### config.mk
export PLATFORM = sky130hd
export DESIGN_NAME = call_return_stack_flat
export DESIGN_NICKNAME = d
export VERILOG_FILES = /design/src/rtl/mpu_pkg.sv /design/src/rtl/call_return_stack_if.sv /design/src/rtl/call_return_stack_rstack_mem.sv /design/src/rtl/call_return_stack.sv /design/src/flat_wrapper.sv
export SDC_FILE = /design/constraint.sdc
export NUM_CORES = 1
export LEC_CHECK = 0
export ABC_AREA = 0
export BUFFER_PORTS_ARGS = -buffer_cell sky130_fd_sc_hd__clkbuf_2
export CAP_MARGIN = 20
export CORE_MARGIN = 3
export CORE_UTILIZATION = 59
export CTS_CLUSTER_DIAMETER = 200
export DETAILED_ROUTE_END_ITERATION = 6
export GPL_TIMING_DRIVEN = 0
export PLACE_DENSITY = 0.84
export SYNTH_ARGS = -nofsm -noshare
export SYNTH_HDL_FRONTEND = slang
export SYNTH_HIERARCHICAL = 1
export SYNTH_SLANG_ARGS = --single-unit
### constraint.sdc
create_clock -name clk -period 2.9 [get_ports clk]
set_input_delay 0.29 -clock clk [delete_from_list [all_inputs] [get_ports clk]]
set_output_delay 0.29 -clock clk [all_outputs]
set_load 0.05 [all_outputs]
### src/rtl/mpu_pkg.sv
// Shared MPU definitions: program-memory address type and return-stack defaults,
// used by program_sequencer and call_return_stack.
package mpu_pkg;

  localparam int PM_ADDR_W = 8;
  localparam logic [PM_ADDR_W-1:0] PM_ADDR_MAX = 8'hFF;
  localparam int RSTACK_DEPTH = 4;
  localparam int RSTACK_PTR_W = 3;

  typedef logic [PM_ADDR_W-1:0] pm_addr_t;

  // Operation the return-stack register file performs on a given clock edge.
  typedef enum logic [1:0] {
    OP_NONE,
    OP_PUSH,
    OP_POP,
    OP_REPLACE
  } rstack_op_e;

endpackage

### src/rtl/call_return_stack_if.sv
// Decoder/sequencer-side bundle of the return stack: CALL/RET strobes, the
// current program address, and the stack's return address and status.
interface call_return_stack_if
  import mpu_pkg::*;
#(
  parameter int ADDR_W = PM_ADDR_W,
  parameter int PTR_W  = RSTACK_PTR_W
) ();

  logic              call;
  logic              ret;
  logic [ADDR_W-1:0] pm_addr;
  logic [ADDR_W-1:0] ret_addr;
  logic [PTR_W-1:0]  depth;
  logic              empty;
  logic              full;
  logic              overflow;
  logic              underflow;

  modport master (
    output call, ret, pm_addr,
    input  ret_addr, depth, empty, full, overflow, underflow
  );

  modport slave (
    input  call, ret, pm_addr,
    output ret_addr, depth, empty, full, overflow, underflow
  );

endinterface

### src/rtl/call_return_stack_rstack_mem.sv
// Circular DEPTH x ADDR_W register file for return addresses; owns the write
// pointer and exposes the entry just below the top for pops.
module rstack_mem
  import mpu_pkg::*;
#(
  parameter int ADDR_W = PM_ADDR_W,
  parameter int DEPTH  = RSTACK_DEPTH
) (
  input  logic              clk,
  input  logic              sync_reset,
  input  rstack_op_e        op,
  input  logic [ADDR_W-1:0] wr_data,
  output logic [ADDR_W-1:0] next_top
);

  localparam int IDX_W = $clog2(DEPTH);
  localparam logic [IDX_W-1:0] LAST = IDX_W'(DEPTH - 1);

  logic [ADDR_W-1:0] entries [DEPTH];
  logic [IDX_W-1:0]  wr_ptr;

  function automatic logic [IDX_W-1:0] idx_inc(input logic [IDX_W-1:0] i);
    return (i == LAST) ? '0 : i + 1'b1;
  endfunction

  function automatic logic [IDX_W-1:0] idx_dec(input logic [IDX_W-1:0] i);
    return (i == '0) ? LAST : i - 1'b1;
  endfunction

  // wr_ptr names the slot above the top; a push into a full buffer lands on the oldest entry.
  always_ff @(posedge clk) begin
    if (sync_reset) begin
      wr_ptr <= '0;
      for (int i = 0; i < DEPTH; i++) entries[i] <= '0;
    end else begin
      case (op)
        OP_PUSH: begin
          entries[wr_ptr] <= wr_data;
          wr_ptr          <= idx_inc(wr_ptr);
        end
        OP_POP:     wr_ptr <= idx_dec(wr_ptr);
        OP_REPLACE: entries[idx_dec(wr_ptr)] <= wr_data;
        default: ;
      endcase
    end
  end

  assign next_top = entries[idx_dec(idx_dec(wr_ptr))];

endmodule

### src/rtl/call_return_stack.sv
// Return-address LIFO feeding program_sequencer. Define RSTACK_WRAP_EN to make a
// push into a full stack overwrite the oldest entry instead of being dropped.
module call_return_stack
  import mpu_pkg::*;
#(
  parameter int ADDR_W = PM_ADDR_W,
  parameter int DEPTH  = RSTACK_DEPTH,
  parameter int PTR_W  = RSTACK_PTR_W
) (
  input logic              clk,
  input logic              sync_reset,
  call_return_stack_if.slave bus
);

  localparam logic [PTR_W-1:0] DEPTH_P = PTR_W'(DEPTH);
  localparam logic [PTR_W-1:0] ONE_P   = PTR_W'(1);

  logic [PTR_W-1:0]  depth_q, depth_nxt;
  logic [ADDR_W-1:0] ret_q, ret_nxt;
  logic [ADDR_W-1:0] push_val, next_top;
  logic              ovf_q, ovf_nxt, unf_q, unf_nxt;
  logic              is_empty, is_full;
  rstack_op_e        mem_op;

  assign push_val = bus.pm_addr + 1'b1;
  assign is_empty = (depth_q == '0);
  assign is_full  = (depth_q == DEPTH_P);

  rstack_mem #(.ADDR_W(ADDR_W), .DEPTH(DEPTH)) u_mem (
    .clk       (clk),
    .sync_reset(sync_reset),
    .op        (mem_op),
    .wr_data   (push_val),
    .next_top  (next_top)
  );

  // ret_q always mirrors the top entry so a RET sees its target with no latency.
  always_comb begin
    mem_op    = OP_NONE;
    depth_nxt = depth_q;
    ret_nxt   = ret_q;
    ovf_nxt   = ovf_q;
    unf_nxt   = unf_q;
    case ({bus.call, bus.ret})
      2'b10: begin
        if (!is_full) begin
          mem_op    = OP_PUSH;
          depth_nxt = depth_q + 1'b1;
          ret_nxt   = push_val;
        end else begin
          ovf_nxt = 1'b1;
`ifdef RSTACK_WRAP_EN
          mem_op  = OP_PUSH;
          ret_nxt = push_val;
`endif
        end
      end
      2'b01: begin
        if (!is_empty) begin
          mem_op    = OP_POP;
          depth_nxt = depth_q - 1'b1;
          ret_nxt   = (depth_q == ONE_P) ? '0 : next_top;
        end else begin
          unf_nxt = 1'b1;
        end
      end
      2'b11: begin
        // Tail call: an empty stack simply takes the push.
        if (is_empty) begin
          mem_op    = OP_PUSH;
          depth_nxt = ONE_P;
        end else begin
          mem_op = OP_REPLACE;
        end
        ret_nxt = push_val;
      end
      default: ;
    endcase
  end

  always_ff @(posedge clk) begin
    if (sync_reset) begin
      depth_q <= '0;
      ret_q   <= '0;
      ovf_q   <= 1'b0;
      unf_q   <= 1'b0;
    end else begin
      depth_q <= depth_nxt;
      ret_q   <= ret_nxt;
      ovf_q   <= ovf_nxt;
      unf_q   <= unf_nxt;
    end
  end

  assign bus.ret_addr  = ret_q;
  assign bus.depth     = depth_q;
  assign bus.empty     = is_empty;
  assign bus.full      = is_full;
  assign bus.overflow  = ovf_q;
  assign bus.underflow = unf_q;

endmodule
### src/flat_wrapper.sv
// flat-port wrapper written by rule: the top's interface ports become plain ports
module call_return_stack_flat import mpu_pkg::*;
#(
  parameter int ADDR_W = PM_ADDR_W,
  parameter int DEPTH  = RSTACK_DEPTH,
  parameter int PTR_W  = RSTACK_PTR_W
)
  (clk, sync_reset, bus_call, bus_ret, bus_pm_addr, bus_ret_addr, bus_depth, bus_empty, bus_full, bus_overflow, bus_underflow);
  call_return_stack_if #(.ADDR_W(ADDR_W), .PTR_W(PTR_W)) bus_i ();
  input logic clk;
  input logic sync_reset;
  input wire logic [$bits(bus_i.call)-1:0] bus_call;
  input wire logic [$bits(bus_i.ret)-1:0] bus_ret;
  input wire logic [$bits(bus_i.pm_addr)-1:0] bus_pm_addr;
  output wire logic [$bits(bus_i.ret_addr)-1:0] bus_ret_addr;
  output wire logic [$bits(bus_i.depth)-1:0] bus_depth;
  output wire logic [$bits(bus_i.empty)-1:0] bus_empty;
  output wire logic [$bits(bus_i.full)-1:0] bus_full;
  output wire logic [$bits(bus_i.overflow)-1:0] bus_overflow;
  output wire logic [$bits(bus_i.underflow)-1:0] bus_underflow;
  assign bus_i.call = bus_call;
  assign bus_i.ret = bus_ret;
  assign bus_i.pm_addr = bus_pm_addr;
  assign bus_ret_addr = bus_i.ret_addr;
  assign bus_depth = bus_i.depth;
  assign bus_empty = bus_i.empty;
  assign bus_full = bus_i.full;
  assign bus_overflow = bus_i.overflow;
  assign bus_underflow = bus_i.underflow;
  call_return_stack #(.ADDR_W(ADDR_W), .DEPTH(DEPTH), .PTR_W(PTR_W)) u_core (.clk(clk), .sync_reset(sync_reset), .bus(bus_i));
endmodule
==> impl_metrics.tcl, run 1 <==
set metrics [dict create \
    finClkSkew_ns 0.004681 \
    crit_type "flip-flop to flip-flop" \
    first_pass_iters 5 \
    p_comb_frac 0.498 \
    rsz0062_at_grt "no" \
    power_density_mw_per_mm2 939.1 \
    routedWlPerCell_um 17.02 \
    nets 306 \
    start_util 0.6372 \
    root_buffer "clkbuf_8" \
    internal_power_mw 1.577 \
    crit_buf_inv 2 \
    cts_hold_buf 0 \
    sw_frac_of_total 0.4370 \
    dieArea_mm2 0.005348 \
    antenna_found_initial 0 \
    grt_overflow 0 \
    fmax_mhz 361.7 \
    cts_tree "yes" \
    endpoint_kind "flip-flop" \
    slew_headroom 0.6471 \
    cp-start-kind "flip-flop" \
    path_max_fanout 10 \
    ir_drop_mv 0.4532 \
    outcome "completed" \
    clk_latency_ns 0.30 \
    gp_congestion 0.7875 \
    yosysWarnings 6 \
    avgSynthCellArea_um2 10.59 \
    hold_viol_final 0 \
    synth_seq_cells 47 \
    slowest_stage "dfxtp_2" \
    ys_seq_area_frac 0.4744 \
    post-route-period-util 0.9535 \
    fillerInstances 307 \
    leakagePower_nw 1.249 \
    htreeDepth 2 \
    clockPowerShare 0.150 \
    hp-class "primary input to flip-flop" \
    cp_common_cell "ha_1" \
    final_util 0.7148 \
    postRouteAntennaNets 0 \
    dr_total_vias 1991 \
    p_sw_mw 1.224 \
    areaGrowthSynthToFinish_pct 12.19 \
    path_cells "inv_1, ha_1, nand2b_1, and2_1, ha_1, buf_2, nor2b_1, a32oi_4, o21bai_4" \
    fp.coreArea_mm2 0.004173 \
    dp_hpwl_um 4034 \
    share_seq_of_total_power 0.352 \
    die_h_um 73.13 \
    post_cts_buffers 0 \
    track_usage 0.2222 \
    setup_violations 0 \
    clockBufferDepth 2 \
    initialDrtViolationCount 198 \
    die_x_um 73.13 \
    design_power_total_mw 2.801 \
    grt_pass1_wl_um 9004 \
    placed_cells 327 \
    netlist_instances 251 \
    cp_top_family "simple AND/OR/NAND/NOR gates" \
    dpl_cell_area_mm2 0.002856 \
    synth-main-ff-cell "edfxtp_1" \
    required_ns 2.89 \
    grt_max_degree 18 \
    cts.sinks 47 \
    antennaDiodeCount 0 \
    syn_area_mm2 0.002659 \
    worst_slew_pin_slew_ns 0.5293 \
    async_flop_share 0 \
    drcViolationCount 0 \
    worstPathArrival_ns 2.75 \
    ys_types 45 \
    num_rows 23 \
    io_pins 27 \
    grt_pass1_vias 1905 \
    synth_edf_count 32 \
    period_minus_slack_ns 2.765 \
    final_cell_count_no_fill 335 \
    vias_per_cell 5.943 \
    io_buffers 26 \
    path_clk_slew_ns 0.09 \
    cts_made_buffers 5 \
    slew_viol_final 0 \
    routed_wl_um 5702 \
    critPathMaxStageDelay_ns 0.38 \
    maxCapViolCount 0 \
    drive_gt1_frac 0.2386 \
    final_area_mm2 0.002983 \
    syn-num-nets 273 \
]
## flip-flops by register name (all words and copies together) (netlist names)
register	cells
u_core/bus.overflow	1
u_core/bus.ret_addr	8
u_core/bus.depth	3
u_core/bus.underflow	1
u_core/u_mem/wr_ptr	2
u_core/u_mem/entries	32
## per-layer routing
| layer | part of all wire | vias up | track usage |
|---|---|---|---|
| met5 | 0 | - | 0 |
| met4 | 0.0060 | 0 | 0.05943 |
| met3 | 0.067 | 7 | 0.04270 |
| met2 | 0.50 | 88 | 0.3843 |
| met1 | 0.42 | 939 | 0.2838 |
| li1 | - | 957 | - |
## final timing paths
check / start / endpoint / slack, ns / cells past startpoint
max reg2reg: u_core/bus.depth[0]$_SDFFE_PP0P_ / u_core/u_mem/entries[2][2]$_SDFFCE_PN0P_ / 0.13 / 9
min: sync_reset / u_core/bus.ret_addr[6]$_SDFFE_PP0P_ / 0.23 / 2
max: u_core/bus.depth[0]$_SDFFE_PP0P_ / u_core/u_mem/entries[2][2]$_SDFFCE_PN0P_ / 0.13 / 9
min reg2reg: u_core/bus.overflow$_SDFFE_PP0P_ / u_core/bus.overflow$_SDFFE_PP0P_ / 0.48 / 2
## cells in the final DEF (no fill, tap or decap), types with 6 or more instances in the layout
cell type  count
nor3_1        11
nand2b_1       9
a21oi_1       10
ha_1          10
nand2_1       20
clkbuf_2      26
nor2_1        34
edfxtp_1      32
mux4_2         8
inv_1         24
a211oi_1       6
dfxtp_1       14
## power groups by stage
stage / clock [mW] / combinational [mW] / sequential (mW)
final: 0.420 / 1.40 / 0.985
after global routing: 0.461 / 1.50 / 1.00
after CTS: 0.429 / 1.37 / 0.983
after detailed placement: 0 / 1.36 / 0.999
after global placement: 0 / 1.32 / 0.987
after floorplan: 0 / 0.904 / 1.16
## kinds of logic after synthesis
group / after synthesis / synth area share
adder cells (fa/ha/maj): 10 / 0.04706
flip-flops: 47 / 0.4744
AO/OA/AOI/OAI: 46 / 0.1370
multiplexers: 10 / 0.07529
buffers and inverters: 37 / 0.06729
XOR/XNOR: 9 / 0.02964
AND/OR/NAND/NOR: 92 / 0.1694
## through the flow
stage	setup WS, ns	hold slack, ns	setup TNS (ns)
global route	0.01173	0.2312	0
global placement	-0.1493	0.4497	-1.193
finish	0.1349	0.2262	0
floorplan	0.05175	0.3621	0
CTS	0.05066	0.2166	0
detailed placement	-0.1916	0.4614	-1.532
## layout make-up
type / instances / area [um^2] / area share
Multi-Input combinational cell: 167 / 1252 / 0.4199
Inverter: 24 / 90.09 / 0.03020
Buffer: 13 / 88.84 / 0.02978
Timing Repair Buffer: 26 / 130.1 / 0.04362
Clock inverter: 3 / 27.53 / 0.009228
Clock buffer: 5 / 68.82 / 0.02307
Sequential cell: 47 / 1262 / 0.4232
Tap cell: 50 / 62.56 / 0.02097
## synth_stat cells, types with 2 or more instances
master / n / area share
a311oi_1: 3 / 0.0099
buf_6: 2 / 0.0085
mux4_2: 8 / 0.068
nor3_1: 11 / 0.021
buf_2: 5 / 0.0094
a311oi_2: 2 / 0.011
dfxtp_1: 15 / 0.11
buf_4: 5 / 0.014
a211oi_1: 6 / 0.017
xnor2_1: 4 / 0.013
nor2b_1: 3 / 0.0071
ha_1: 10 / 0.047
o21ai_0: 4 / 0.0075
xor2_1: 5 / 0.016
a22oi_1: 4 / 0.011
nor2_1: 34 / 0.048
a31oi_1: 5 / 0.012
a21oi_1: 10 / 0.019
inv_1: 24 / 0.034
edfxtp_1: 32 / 0.36
nand2_1: 20 / 0.028
mux2i_1: 2 / 0.0075
nand3_1: 4 / 0.0075
nand2b_1: 11 / 0.026
nand3b_1: 2 / 0.0056
## timing repair
action | CTS | global route
pin swaps | 0 | 0
endpoints found under the setup margin | 8 | 24
gates resized for setup | 1 | 4
No activity file was read; power rests on OpenSTA's default activity.
==> run 2, diff against run 1 <==
ABC_AREA = 1   (was 0)
BUFFER_PORTS_ARGS = -buffer_cell sky130_fd_sc_hd__buf_4   (was -buffer_cell sky130_fd_sc_hd__clkbuf_2)
==> run 2 against run 1 <==
Flip-flop and latch count stayed put; clock power increased by 4%; setup slack improved by 0.19 ns; combinational power decreased by 46%; clock skew is 0.0058 ns higher; critical endpoint is now u_core/u_mem/entries[1][4]$_SDFFCE_PN0P_; largest power group is now registers.
==> impl_metrics.tcl, run 2 <==
set metrics [dict create \
    fp.coreArea_mm2 0.004144 \
    outcome "completed" \
    antenna_found_initial 0 \
    die_x_um 72.64 \
    r2r-end "u_core/u_mem/entries[1][4]$_SDFFCE_PN0P_" \
    yosysWarnings 6 \
    ys_seq_area_frac 0.4814 \
    final_area_mm2 0.002983 \
    io_pins 27 \
    syn-num-nets 340 \
    final_common_cell "nand2_1" \
    post-route-period-util 0.8866 \
    vias_per_cell 5.264 \
    clockBufferDepth 2 \
    initialDrtViolationCount 83 \
    io_buffers 26 \
    dpl_cell_area_mm2 0.002878 \
    dp_hpwl_um 3889 \
    final_util 0.7198 \
    whs_ns 0.2173 \
    p_comb_frac 0.369 \
    grt_overflow 0 \
    first_pass_iters 4 \
    grtUsageMet3 0.04821 \
    cts.sinks 47 \
    share_seq_of_total_power 0.420 \
    design_power_total_mw 2.063 \
    rsz0062_at_grt "no" \
    async_flop_share 0 \
    antennaDiodeCount 0 \
    globalRouteMet2Util 0.3517 \
    cp_common_cell "nand2_1" \
    clockPowerShare 0.212 \
    die_h_um 72.64 \
    grt_pass1_wl_um 8528 \
    root_buffer "clkbuf_8" \
    most-common-layout-cells "nand2_1 (87), nor2_1 (42), inv_1 (36)" \
    synth_seq_cells 47 \
    htreeDepth 2 \
    hp-class "primary input to flip-flop" \
    setup_violations 0 \
    num_rows 23 \
    largest_register "u_core/u_mem/entries" \
    cts_tree "yes" \
    grt_pass1_vias 1965 \
    fmax_mhz 388.9 \
    slew_viol_final 0 \
    syn_area_mm2 0.002620 \
    synth_area_leaders "edfxtp_1 (37%), nand2_1 (12%), dfxtp_1 (11%)" \
    required_ns 2.91 \
    leakagePower_nw 1.424 \
    areaGrowthSynthToFinish_pct 13.85 \
    path_max_fanout 10 \
    slowest_stage "dfxtp_1" \
    hold_viol_final 0 \
    drcViolationCount 0 \
    path_cells "inv_1, ha_1, nand2_1, nand2_2, nand2_1, ha_1, nor2_1, nor2_4, nand3_1, nand2_2, nand2_1" \
    slew_headroom 0.7160 \
    clk_latency_ns 0.32 \
    track_usage 0.2125 \
    r2r_setup_slack_ns 0.33 \
    ir_drop_mv 0.4663 \
    yosysMostFrequentCell "nand2_1" \
    routedWlPerCell_um 12.78 \
    crit_type "flip-flop to flip-flop" \
    post-place-ws_ns 0.2351 \
    path_clk_slew_ns 0.09 \
    grt.busiest_layer "met2" \
    ys_types 28 \
    setup_ws_ns 0.3289 \
    power_density_mw_per_mm2 691.7 \
    critical_path.endpoint "u_core/u_mem/entries[1][4]$_SDFFCE_PN0P_" \
    finClkSkew_ns 0.01052 \
    synth.largest_area_cell "edfxtp_1" \
    gp_congestion 0.8383 \
    dr_total_vias 2116 \
    period_minus_slack_ns 2.571 \
    cts_hold_buf 0 \
    avgSynthCellArea_um2 8.239 \
    crit_buf_inv 1 \
    synth-main-ff-cell "edfxtp_1" \
    worstReg2RegStart "u_core/bus.depth[0]$_SDFFE_PP0P_" \
    drive_gt1_frac 0.1960 \
    routed_wl_um 5136 \
    endpoint_kind "flip-flop" \
    p_sw_mw 0.8267 \
    critPathMaxStageDelay_ns 0.43 \
    worst_slew_pin_slew_ns 0.4255 \
    netlist_instances 318 \
    startpoint "u_core/bus.depth[0]$_SDFFE_PP0P_" \
    use_met1 0.2664 \
    postRouteAntennaNets 0 \
    grt_max_degree 19 \
    cp-start-kind "flip-flop" \
    maxCapViolCount 0 \
    final_cell_count_no_fill 402 \
    critical_path_depth 11 \
    cts_made_buffers 5 \
    synth_edf_count 32 \
    start_util 0.6322 \
    sw_frac_of_total 0.4006 \
    internal_power_mw 1.237 \
    nets 373 \
    netlist_top_cells_count "nand2_1 (87), nor2_1 (43), inv_1 (36)" \
    dieArea_mm2 0.005277 \
    largest_reg_flops 32 \
    reg2regPathDepth 11 \
    worstPathArrival_ns 2.58 \
    placed_cells 394 \
    cp_top_family "simple AND/OR/NAND/NOR gates" \
    synth_top_area_share 0.3668 \
    finalSetupTns_ns 0 \
]
[run 2: cell count changes after synthesis, sizes merged, moves of 9 or more]
| cell | change |
|---|---|
| o21ai | +16 |
| nand2 | +79 |
| buf | -9 |
| nand2b | -12 |
| nor3 | -11 |
| inv | +15 |
| nand3 | +20 |
| nor2 | +17 |
[run 2: final cells by class]
cell class                 count  area [um^2]
clock buffer                   5        68.82
inverter                      40        150.1
buffer                         3        31.28
clock inverter                 3        28.78
tap                           50        62.56
fill                         350         1161
multi-input combinational    228         1185
sequential                    47         1261
timing repair buffer          26        195.2
[run 2: worst min-delay path by stage]
stage / start / cells past startpoint / to / slack [ns]
finish: sync_reset / 2 / u_core/bus.depth[2]$_SDFFE_PP0P_ / 0.22
global route: sync_reset / 2 / u_core/bus.depth[2]$_SDFFE_PP0P_ / 0.22
global placement: u_core/bus.overflow$_SDFFE_PP0P_ / 2 / u_core/bus.overflow$_SDFFE_PP0P_ / 0.45
CTS: sync_reset / 2 / u_core/bus.depth[2]$_SDFFE_PP0P_ / 0.20
floorplan: sync_reset / 1 / u_core/bus.depth[2]$_SDFFE_PP0P_ / 0.36
detailed placement: u_core/bus.underflow$_SDFFE_PP0P_ / 2 / u_core/bus.underflow$_SDFFE_PP0P_ / 0.46
[run 2: per-layer routing]
metal	routed length, um	part of all wire
met5	0	0
met4	86	0.017
met3	319	0.062
met2	2571	0.50
met1	2159	0.42
[run 2: cell families (layout without fill, tap and decap cells)]
family | after synthesis | count (layout) | share of synthesized area
AO/OA/AOI/OAI | 37 | 37 | 0.08214
XOR/XNOR | 3 | 3 | 0.01003
adder cells (fa/ha/maj) | 10 | 10 | 0.04776
buffers and inverters | 43 | 77 | 0.06924
flip-flops | 47 | 47 | 0.4814
AND/OR/NAND/NOR | 178 | 178 | 0.3095
[run 2: worst reg2reg max path, stage by stage (launching register included)]
cell	delay, ns
dfxtp_1	0.43
inv_1	0.12
ha_1	0.23
nand2_1	0.11
nand2_2	0.08
nand2_1	0.11
ha_1	0.22
nor2_1	0.11
nor2_4	0.22
nand3_1	0.16
nand2_2	0.20
nand2_1	0.26
[run 2: repair_timing]
| item | 4_1_cts | 5_1_grt |
|---|---|---|
| resized for setup | 0 | 2 |
| endpoints found under the setup margin | 0 | 16 |
| setup buffers | 0 | 0 |
[run 2: power groups by stage]
stage | Sequential (mW) | Clock [mW] | Combinational (mW)
after floorplan | 0.959 | 0 | 0.483
after global placement | 0.878 | 0 | 0.738
after detailed placement | 0.882 | 0 | 0.755
after CTS | 0.867 | 0.445 | 0.757
after global routing | 0.875 | 0.469 | 0.848
final | 0.866 | 0.437 | 0.761
